`src/rtl/if_fetch_ctrl.sv`:
```
// Instruction-fetch controller: drives an SRAM-like instruction bus with at
// most one fetch in flight, holds the IF->ID output register, applies branch
// redirects after the delay-slot fetch and flush redirects immediately.
module if_fetch_ctrl #(
  parameter logic [31:0] RESET_PC = 32'hBFC00000
) (
  input  logic        clk,
  input  logic        resetn,
  input  logic        flush,
  input  logic [31:0] flush_pc,
  input  logic        br_valid,
  input  logic [31:0] br_target,
  input  logic        id_allow_in,
  output logic        inst_req,
  output logic [31:0] inst_addr,
  input  logic        inst_addr_ok,
  input  logic        inst_data_ok,
  input  logic [31:0] inst_rdata,
  output logic        if_valid,
  output logic [31:0] if_pc,
  output logic [31:0] if_inst,
  output logic        if_adel,
  output logic [31:0] if_badaddr
);

  typedef enum logic [1:0] {S_REQ, S_WAIT, S_CANCEL, S_EXC} state_e;

  state_e      state_q;
  logic [31:0] pc_q;
  logic        br_pend_q;
  logic [31:0] br_tgt_q;
  logic        if_valid_q;
  logic [31:0] if_pc_q;
  logic [31:0] if_inst_q;
  logic        if_adel_q;
  logic [31:0] if_badaddr_q;

  logic        slot_free;
  logic        pc_aligned;
  logic        req_acc;
  logic        fetch_done;
  logic [31:0] pc_d;

  // Output slot can take a new entry when empty or being drained by ID.
  assign slot_free  = !if_valid_q || id_allow_in;
  assign pc_aligned = (pc_q[1:0] == 2'b00);
  // Request is gated by resetn so nothing goes out during the reset cycle.
  assign inst_req   = resetn && (state_q == S_REQ) && slot_free && pc_aligned;
  assign inst_addr  = pc_q;
  assign req_acc    = inst_req && inst_addr_ok;
  assign fetch_done = (state_q == S_WAIT) && inst_data_ok && !flush;
  // A branch seen in the same cycle as data_ok is registered too late for
  // that completion, so it redirects after the following (delay-slot) fetch.
  assign pc_d       = br_pend_q ? br_tgt_q : pc_q + 32'd4;

  assign if_valid   = if_valid_q;
  assign if_pc      = if_pc_q;
  assign if_inst    = if_inst_q;
  assign if_adel    = if_adel_q;
  assign if_badaddr = if_badaddr_q;

  // Pending branch redirect: latest br_valid wins, flush discards it.
  always_ff @(posedge clk) begin
    if (!resetn) begin
      br_pend_q <= 1'b0;
      br_tgt_q  <= 32'd0;
    end else if (flush) begin
      br_pend_q <= 1'b0;
    end else if (br_valid) begin
      br_pend_q <= 1'b1;
      br_tgt_q  <= br_target;
    end else if (fetch_done) begin
      br_pend_q <= 1'b0;
    end
  end

  // Fetch FSM with PC and the registered IF output slot.
  // Data_ok is only consumed in WAIT, which is reachable only through a
  // request accepted after reset, so a stale pre-reset response is dropped.
  always_ff @(posedge clk) begin
    if (!resetn) begin
      state_q      <= S_REQ;
      pc_q         <= RESET_PC;
      if_valid_q   <= 1'b0;
      if_pc_q      <= 32'd0;
      if_inst_q    <= 32'd0;
      if_adel_q    <= 1'b0;
      if_badaddr_q <= 32'd0;
    end else begin
      if (if_valid_q && id_allow_in) if_valid_q <= 1'b0;
      if (flush) begin
        if_valid_q <= 1'b0;
        pc_q       <= flush_pc;
        case (state_q)
          S_REQ:    state_q <= req_acc ? S_CANCEL : S_REQ;
          S_WAIT:   state_q <= inst_data_ok ? S_REQ : S_CANCEL;
          S_CANCEL: state_q <= inst_data_ok ? S_REQ : S_CANCEL;
          default:  state_q <= S_REQ;
        endcase
      end else begin
        case (state_q)
          S_REQ: begin
            if (slot_free && !pc_aligned) begin
              if_valid_q   <= 1'b1;
              if_pc_q      <= pc_q;
              if_inst_q    <= 32'd0;
              if_adel_q    <= 1'b1;
              if_badaddr_q <= pc_q;
              state_q      <= S_EXC;
            end else if (req_acc) begin
              state_q <= S_WAIT;
            end
          end
          S_WAIT: begin
            if (inst_data_ok) begin
              if_valid_q   <= 1'b1;
              if_pc_q      <= pc_q;
              if_inst_q    <= inst_rdata;
              if_adel_q    <= 1'b0;
              if_badaddr_q <= 32'd0;
              pc_q         <= pc_d;
              state_q      <= S_REQ;
            end
          end
          S_CANCEL: begin
            if (inst_data_ok) state_q <= S_REQ;
          end
          default: ;
        endcase
      end
    end
  end

endmodule

```
`config.mk`:
```
export PLATFORM = sky130hd
export DESIGN_NAME = if_fetch_ctrl
export DESIGN_NICKNAME = d
export VERILOG_FILES = /design/src/rtl/if_fetch_ctrl.sv
export SDC_FILE = /design/constraint.sdc
export NUM_CORES = 1
export LEC_CHECK = 0
export BUFFER_PORTS_ARGS = -buffer_cell sky130_fd_sc_hd__buf_2
export CAP_MARGIN = 20
export CORE_MARGIN = 10
export CORE_UTILIZATION = 35
export CTS_CLUSTER_SIZE = 14
export DETAILED_ROUTE_END_ITERATION = 6
export PLACE_DENSITY = 0.59
export SYNTH_ARGS = -nofsm -noshare
export SYNTH_HDL_FRONTEND = slang
export SYNTH_SLANG_ARGS = --single-unit
```
`constraint.sdc`:
```
create_clock -name clk -period 2.5 [get_ports clk]
set_input_delay 0.5 -clock clk [delete_from_list [all_inputs] [get_ports clk]]
set_output_delay 0.5 -clock clk [all_outputs]
set_load 0.02 [all_outputs]
```
# ---- Yosys cells after proc, flatten, opt, wreduce, memory -nomap -nowiden
# Cells that the tools add are included.
dict set report op_classes {
  addsub 1
  eq_ne 6
  n_mux 29
  bitwise_logic 2
  reduce_logical 25
}
# operator count
set op_table {}
lappend op_table {{$mux 32} 9}
lappend op_table {{$pmux 32 s2} 3}
lappend op_table {{$add 32x3->32 const B} 1}
lappend op_table {{$mux 2} 6}
lappend op_table {{$logic_and 1x1->1} 8}
lappend op_table {{$pmux 2 s2} 2}
lappend op_table {{$reduce_bool 2->1} 4}
lappend op_table {{$mux 1} 7}
lappend op_table {{$logic_not 2->1} 2}
lappend op_table {{$ne 4x3->1 const B} 1}
lappend op_table {{$pmux 1 s2} 2}
lappend op_table {{$reduce_and 2->1} 2}
lappend op_table {{$reduce_and 4->1} 1}
lappend op_table {{$reduce_or 2->1} 2}
lappend op_table {{$logic_not 1->1} 3}
lappend op_table {{$ne 3x1->1 const B} 1}
lappend op_table {{$reduce_and 3->1} 1}
lappend op_table {{$reduce_bool 3->1} 1}
lappend op_table {{$eq 2x1->1 const B} 1}
lappend op_table {{$eq 2x2->1 const B} 1}
lappend op_table {{$ne 2x1->1 const B} 1}
lappend op_table {{$ne 2x2->1 const B} 1}
lappend op_table {{$not 1->1} 2}
lappend op_table {{$logic_or 1x1->1} 1}
dict set report totals {
  register_bits 165
  inputBits 103
  output_inout_bits 131
  wordCells 72
}

# ---- Depth between registers and ports, before layout
# Gate-level depths: netlist of run 1.
dict set report logic_depth {
  ltp_word 9
  ltp_mapped 9
  ltp_nobuf 6
}

# ---- Worst setup path after synthesis of run 1
# OpenSTA, ideal clock, no wires.
dict set report synth_path {
  path_kind {flip-flop to flip-flop}
  from {register pc_q[3] (netlist: inst_addr[3])}
  to {register pc_q[18] (netlist: inst_addr[18])}
  setup_time_ns 0.064
  arrival_ns 2.125
  required_ns 2.436
  slack_ns 0.311
  stages_incl_launch_ff 7
  n_path_buf 1
  period_less_slack_ns 2.189
  cell_sequence {dfxtp_1 -> ha_1 -> nand4_4 -> or4_4 -> buf_6 -> or4b_1 -> nand3_1}
}
dict set report synth_between {
  elab_chain_cells 5
}
# element line
set synth_rtl {}
lappend synth_rtl {{start: declaration} 29} ;# logic [31:0] pc_q;
lappend synth_rtl {{start signal: assignment} 93} ;# pc_q <= flush_pc;
lappend synth_rtl {{start signal: assignment} 121} ;# pc_q <= pc_d;
lappend synth_rtl {{$add 32x3->32} 54} ;# assign pc_d = br_pend_q ? br_tgt_q : pc_q + 32'd4;
lappend synth_rtl {{$mux 32} 54}
lappend synth_rtl {{$mux 32} 115} ;# if (inst_data_ok) begin
lappend synth_rtl {{$mux 32} 101} ;# case (state_q)
lappend synth_rtl {{$mux 32} 91} ;# if (flush) begin
# No other way between the ends. The select of a mux whose other input is x is not followed.
# A chain may end at the register's enable or synchronous reset.

# ---- Worst setup path in the final report of run 1
dict set report layout_path {
  from {register pc_q[2] (netlist: inst_addr[2])}
  to {register pc_q[30] (netlist: inst_addr[30])}
}
# The elaborated chain is that of the path after synthesis.

==> results of run 1 <==
==> layout by cell type (no fill, tap or decap), types with 4 or more instances in the layout <==
master	n
inv_1	13
nand3_1	87
nand4_1	13
o211a_1	10
buf_4	49
nor4_1	7
or3_1	4
dfxtp_1	164
a21boi_0	130
nand4b_1	24
and4_1	13
clkbuf_16	17
nand2_1	102
o311ai_0	5
a21oi_1	22
nand2b_1	4
buf_12	6
or4_1	17
nor2_1	25
mux2i_1	4
o211ai_1	12
o21ai_0	121
nand3b_1	4
a31oi_1	8
diode_2	4
buf_2	232
nor3_1	9
==> area by class of cell <==
| type | count | area (um^2) | area share (%) |
|---|---|---|---|
| sequential | 165 | 3300 | 32.4 |
| clock inverter | 11 | 128 | 1.25 |
| tap | 285 | 357 | 3.50 |
| inverter | 14 | 52.6 | 0.515 |
| clock buffer | 21 | 450 | 4.42 |
| antenna | 4 | 10.0 | 0.0981 |
| timing repair buffer | 287 | 1650 | 16.2 |
| multi-input combinational | 685 | 4250 | 41.7 |
==> logic make-up (layout without fill, tap and decap cells) <==
kind of cell | count (synthesis) | after routing | share of synthesized area, %
compound gates | 341 | 341 | 28.1
simple gates | 331 | 331 | 22.9
flops | 165 | 165 | 41.4
buf+inv | 120 | 333 | 5.86
mux | 6 | 6 | 0.783
fa+ha+maj | 4 | 4 | 0.627
xor+xnor | 3 | 3 | 0.329
other cells | 0 | 4 | 0
==> Yosys cell counts (4+ instances only) <==
cell	instances	area (um^2)
dfxtp_1	165	3300
a21boi_0	130	976
o21ai_0	121	606
nand2_1	102	383
clkbuf_1	89	334
nand3_1	87	435
nor2_1	25	93.8
nand4b_1	24	210
a21oi_1	23	115
or4_1	17	128
and4_1	13	114
inv_1	13	48.8
nand4_1	13	81.3
o211ai_1	12	90.1
o211a_1	10	100
nor3_1	9	45.0
a31oi_1	8	50.1
buf_1	8	30.0
buf_2	7	35.0
nor4_1	7	43.8
o311ai_0	5	43.8
ha_1	4	50.1
mux2i_1	4	40.0
nand2b_1	4	25.0
nand3b_1	4	30.0
nor2b_1	4	25.0
or3_1	4	25.0
==> path summary, 6_finish.rpt <==
| check | end | slack [ns] | cells past startpoint |
|---|---|---|---|
| max | inst_addr[30]$_SDFFE_PN0P_ | 0.31 | 5 |
| min | inst_addr[4]$_SDFFE_PN0P_ | 0.30 | 2 |
| max reg2reg | inst_addr[30]$_SDFFE_PN0P_ | 0.31 | 5 |
| min reg2reg | br_tgt_q[27]$_SDFFE_PN0P_ | 0.46 | 2 |
==> critical path: stages, from the launching register on <==
cell	delay, ns
dfxtp_1	0.34
ha_1	0.29
nand4_4	0.18
or4_4	0.63
or4_1	0.53
a31oi_1	0.16
==> flip-flops by register name, summed over array words and instances, names as in the netlist <==
| signal | count |
|---|---|
| br_tgt_q | 32 |
| if_badaddr | 32 |
| if_inst | 32 |
| if_pc | 32 |
| inst_addr | 32 |
| state_q | 2 |
| br_pend_q | 1 |
| if_adel | 1 |
| if_valid | 1 |
==> metrics by stage <==
stage                     setup slack [ns]  util (%)  hold slack (ns)  power (mW)  cells
after detailed placement             0.325      42.6            0.458        5.09   1436
after CTS                            0.290      45.1            0.290        7.72   1468
after floorplan                      0.311         -            0.438        4.24    970
final                                0.308      45.2            0.302        7.67   1472
after global placement               0.345      42.6            0.448        5.08   1436
after global routing                0.0538      45.2            0.297        8.02   1471
==> report_power, final <==
part	internal, mW	leakage (nW)	switching, mW	total, mW
Sequential	2.83	1.35	0.144	2.98
Clock	1.50	0.274	1.13	2.63
Combinational	0.683	2.48	1.38	2.06
==> layer usage <==
layer	vias to the layer above	wire length, um	share of wire (%)
met5	-	0	0
met4	0	755	2.6
met3	34	1880	6.5
met2	280	12700	44
met1	3745	13500	47
li1	3944	-	-
==> impl_metrics.env, run 1 <==
export IMPL_vias=8003
export IMPL_rsz0062_at_grt="false"
export IMPL_min_from="flush_pc[4]"
export IMPL_clk_pin_slew_ns=0.06
export IMPL_cts_max_level=4
export IMPL_cts_sinks=165
export IMPL_hold_path_class="input port to flip-flop"
export IMPL_die_h_um=171
export IMPL_async_reset_ff_share_pct=0
export IMPL_placed_area_um2=9610
export IMPL_dieArea_um2=29300
export IMPL_clock_skew_ns=0.00641
export IMPL_syn_area_um2=7990
export IMPL_fp_dieW_um=171
export IMPL_yosysWarnings=0
export IMPL_end_kind="flip-flop"
export IMPL_drt_initial_drc_count=718
export IMPL_p_per_area_nw_per_um2=752
export IMPL_cp_max_fo=15
export IMPL_synth_seq_cells=165
export IMPL_ys_seq_area_share_pct=41.4
export IMPL_avgSynthCellArea_um2=8.23
export IMPL_max_freq_ghz=0.456
export IMPL_dpl_hpwl_mm=20.8
export IMPL_io_pins=234
export IMPL_grt_pass1_wl_mm=43.4
export IMPL_setup_viol=0
export IMPL_slew_headroom_pct=44.4
export IMPL_drive_gt1_share_pct=28.0
export IMPL_worstSetupPathType="flip-flop to flip-flop"
export IMPL_critical_path_arrival_ns=2.54
export IMPL_numCtsBuffers=17
export IMPL_vias_per_cell=5.44
export IMPL_synth_edff_count=0
export IMPL_cts_resized=0
export IMPL_final_area_um2=10200
export IMPL_startpoint="inst_addr[2]$_SDFFE_PN0P_"
export IMPL_area_delta_synth_final_pct=27.7
export IMPL_cts_buffer_depth=2
export IMPL_grtUsageMet1_pct=26.2
export IMPL_antenna_found_initial=3
export IMPL_cap_violations=0
export IMPL_synth_net_count=1077
export IMPL_core_area_um2=22600
export IMPL_final_nets=1277
export IMPL_initial_core_util_pct=35.4
export IMPL_synth_top_flop_cell="dfxtp_1"
export IMPL_busiest_layer="met2"
export IMPL_slew_violations=0
export IMPL_wl_per_cell_um=19.5
export IMPL_cts_setup_buffers=0
export IMPL_cp_data_required_time_ns=2.85
export IMPL_antenna_left=0
export IMPL_use_met3_pct=3.96
export IMPL_wl_mm=28.7
export IMPL_first_pass_iters=5
export IMPL_met2_usage_pct=27.6
export IMPL_io_buffer_count=233
export IMPL_rows=55
export IMPL_finalCritPeriodShare_pct=87.7
export IMPL_critPathLaunchType="flip-flop"
export IMPL_status="finished clean"
export IMPL_tns_ns=0
export IMPL_worst_pin_slew_ns=0.830
export IMPL_n_fill_cell=2307
export IMPL_post_route_min_period_ns=2.19
export IMPL_drc=0
export IMPL_cts_tree="yes"
export IMPL_hold_viol=0
export IMPL_grt_use_total_pct=18.8
export IMPL_p_leak_nw=4.10
export IMPL_place_congestion=0.882
export IMPL_ctsHoldBuffers=0
export IMPL_clk_latency_ns=0.42
export IMPL_r2r_start="inst_addr[2]$_SDFFE_PN0P_"
export IMPL_synth_cell_types=63
export IMPL_cts_root_buf="clkbuf_16"
export IMPL_grt_overflow_total=0
export IMPL_irDropWorstVdd_v=0.000369
export IMPL_netlist_instances=970
export IMPL_grt_start_max_net_pins=68
export IMPL_grt_pass1_vias=7525
Power figures use the tool's default switching activity.
==> inputs of run 2 (changes only) <==
CELL_PAD_IN_SITES_DETAIL_PLACEMENT = 2   (was default)
CELL_PAD_IN_SITES_GLOBAL_PLACEMENT = 2   (was default)
CORE_UTILIZATION = 30   (was 35)
PLACE_DENSITY = 0.82   (was 0.59)
==> impl_metrics.env, run 2 (same netlist as run 1, synthesis figures left out) <==
export IMPL_status="finished clean"
export IMPL_clock_skew_ns=0.0152
export IMPL_worst_pin_slew_ns=0.912
export IMPL_cp_max_fo=15
export IMPL_cp_data_required_time_ns=2.85
export IMPL_final_nets=1284
export IMPL_cts_max_level=4
export IMPL_clk_pin_slew_ns=0.08
export IMPL_place_congestion=0.857
export IMPL_p_leak_nw=4.13
export IMPL_cts_tree="yes"
export IMPL_drive_gt1_share_pct=28.6
export IMPL_area_delta_synth_final_pct=29.1
export IMPL_placed_area_um2=9730
export IMPL_cpPeakStageDelay_ns=0.70
export IMPL_antenna_found_initial=6
export IMPL_crit_family="simple AND/OR/NAND/NOR gates"
export IMPL_rsz0062_at_grt="false"
export IMPL_cts_buffer_depth=2
export IMPL_fp_dieW_um=183
export IMPL_grt_overflow_total=0
export IMPL_antenna_left=0
export IMPL_critPathLaunchType="flip-flop"
export IMPL_grt_start_max_net_pins=85
export IMPL_finalCritPeriodShare_pct=92.3
export IMPL_max_freq_ghz=0.433
export IMPL_drc=0
export IMPL_hold_path_class="input port to flip-flop"
export IMPL_layout_cells_most_common_list="buf_2 (232), dfxtp_1 (164), a21boi_0 (130)"
export IMPL_dpl_hpwl_mm=25.5
export IMPL_irDropWorstVdd_v=0.000389
export IMPL_critical_path_arrival_ns=2.66
export IMPL_slew_headroom_pct=39.0
export IMPL_rows=59
export IMPL_wl_per_cell_um=23.4
export IMPL_final_common_cell="buf_2"
export IMPL_io_pins=234
export IMPL_dieArea_um2=33500
export IMPL_grt_pass1_wl_mm=55.1
export IMPL_vias=8538
export IMPL_io_buffer_count=233
export IMPL_first_pass_iters=5
export IMPL_slew_violations=0
export IMPL_cts_root_buf="clkbuf_16"
export IMPL_end_kind="flip-flop"
export IMPL_grt_pass1_vias=9114
export IMPL_grt_use_total_pct=20.8
export IMPL_core_area_um2=26100
export IMPL_numCtsBuffers=17
export IMPL_n_fill_cell=3065
export IMPL_cap_violations=0
export IMPL_p_per_area_nw_per_um2=757
export IMPL_die_h_um=183
export IMPL_vias_per_cell=5.58
export IMPL_initial_core_util_pct=30.6
export IMPL_crit_chain="nand4_4, or4_4, or4_1, a31oi_1"
export IMPL_tns_ns=0
export IMPL_ctsHoldBuffers=0
export IMPL_hold_viol=0
export IMPL_cts_setup_buffers=0
export IMPL_worstSetupPathType="flip-flop to flip-flop"
export IMPL_post_route_min_period_ns=2.31
export IMPL_path_buf_inv=0
export IMPL_slowest_stage="or4_4"
export IMPL_clk_latency_ns=0.44
export IMPL_setup_viol=0
export IMPL_drt_initial_drc_count=542
export IMPL_cts_resized=0
export IMPL_cts_sinks=165
export IMPL_wl_mm=35.9
export IMPL_final_area_um2=10300
[run 2: cell types whose count changed in the layout (fill, tap and decap cells not counted)]
cell | before | now
a21o_2 | 1 | 0
a21o_4 | 0 | 1
buf_4 | 49 | 56
bufinv_16 | 2 | 1
clkbuf_1 | 3 | 1
clkbuf_8 | 1 | 0
clkinv_2 | 2 | 3
diode_2 | 4 | 6
inv_6 | 1 | 4
[run 2: worst paths after layout]
| path | start | endpoint | slack, ns | cells past startpoint |
|---|---|---|---|---|
| worst min-delay path | flush_pc[4] | inst_addr[4]$_SDFFE_PN0P_ | 0.29 | 2 |
| worst max register to register | inst_addr[10]$_SDFFE_PN0P_ | inst_addr[30]$_SDFFE_PN0P_ | 0.19 | 4 |
| worst max-delay path | inst_addr[10]$_SDFFE_PN0P_ | inst_addr[30]$_SDFFE_PN0P_ | 0.19 | 4 |
| worst min register to register | br_tgt_q[23]$_SDFFE_PN0P_ | br_tgt_q[23]$_SDFFE_PN0P_ | 0.46 | 2 |
[run 2: cell type report]
cell class / instances / area [um^2] / share of cell area [%]
inverters: 14 / 52.6 / 0.510
repair buffers: 294 / 1700 / 16.5
well taps: 335 / 419 / 4.07
clock inverters: 14 / 129 / 1.25
multi-input cells: 685 / 4260 / 41.3
clock buffers: 18 / 429 / 4.16
flip-flops and latches: 165 / 3300 / 32.1
diodes: 6 / 15.0 / 0.146
[run 2: report_power, final]
part           internal [mW]  switching, mW
clock network           1.38           1.21
logic                  0.725           1.49
registers               2.83          0.166
[run 2: per-stage QoR]
stage	std cells	total power, mW	utilization (%)	setup WS, ns	hold slack (ns)
floorplan	970	4.24	-	0.311	0.438
global placement	1493	5.18	37.2	0.326	0.448
detailed placement	1493	5.25	37.2	0.257	0.456
CTS	1525	7.85	39.4	0.191	0.279
global route	1531	8.17	39.4	0.0300	0.292
finish	1531	7.80	39.4	0.192	0.287
[run 2: per-layer routing]
layer / wire length, um / up-vias / track usage (%)
li1: - / 3967 / -
met1: 15900 / 4250 / 26.5
met2: 16900 / 254 / 33.6
met3: 1670 / 67 / 3.64
met4: 1390 / 0 / 9.54
met5: 0 / - / 0
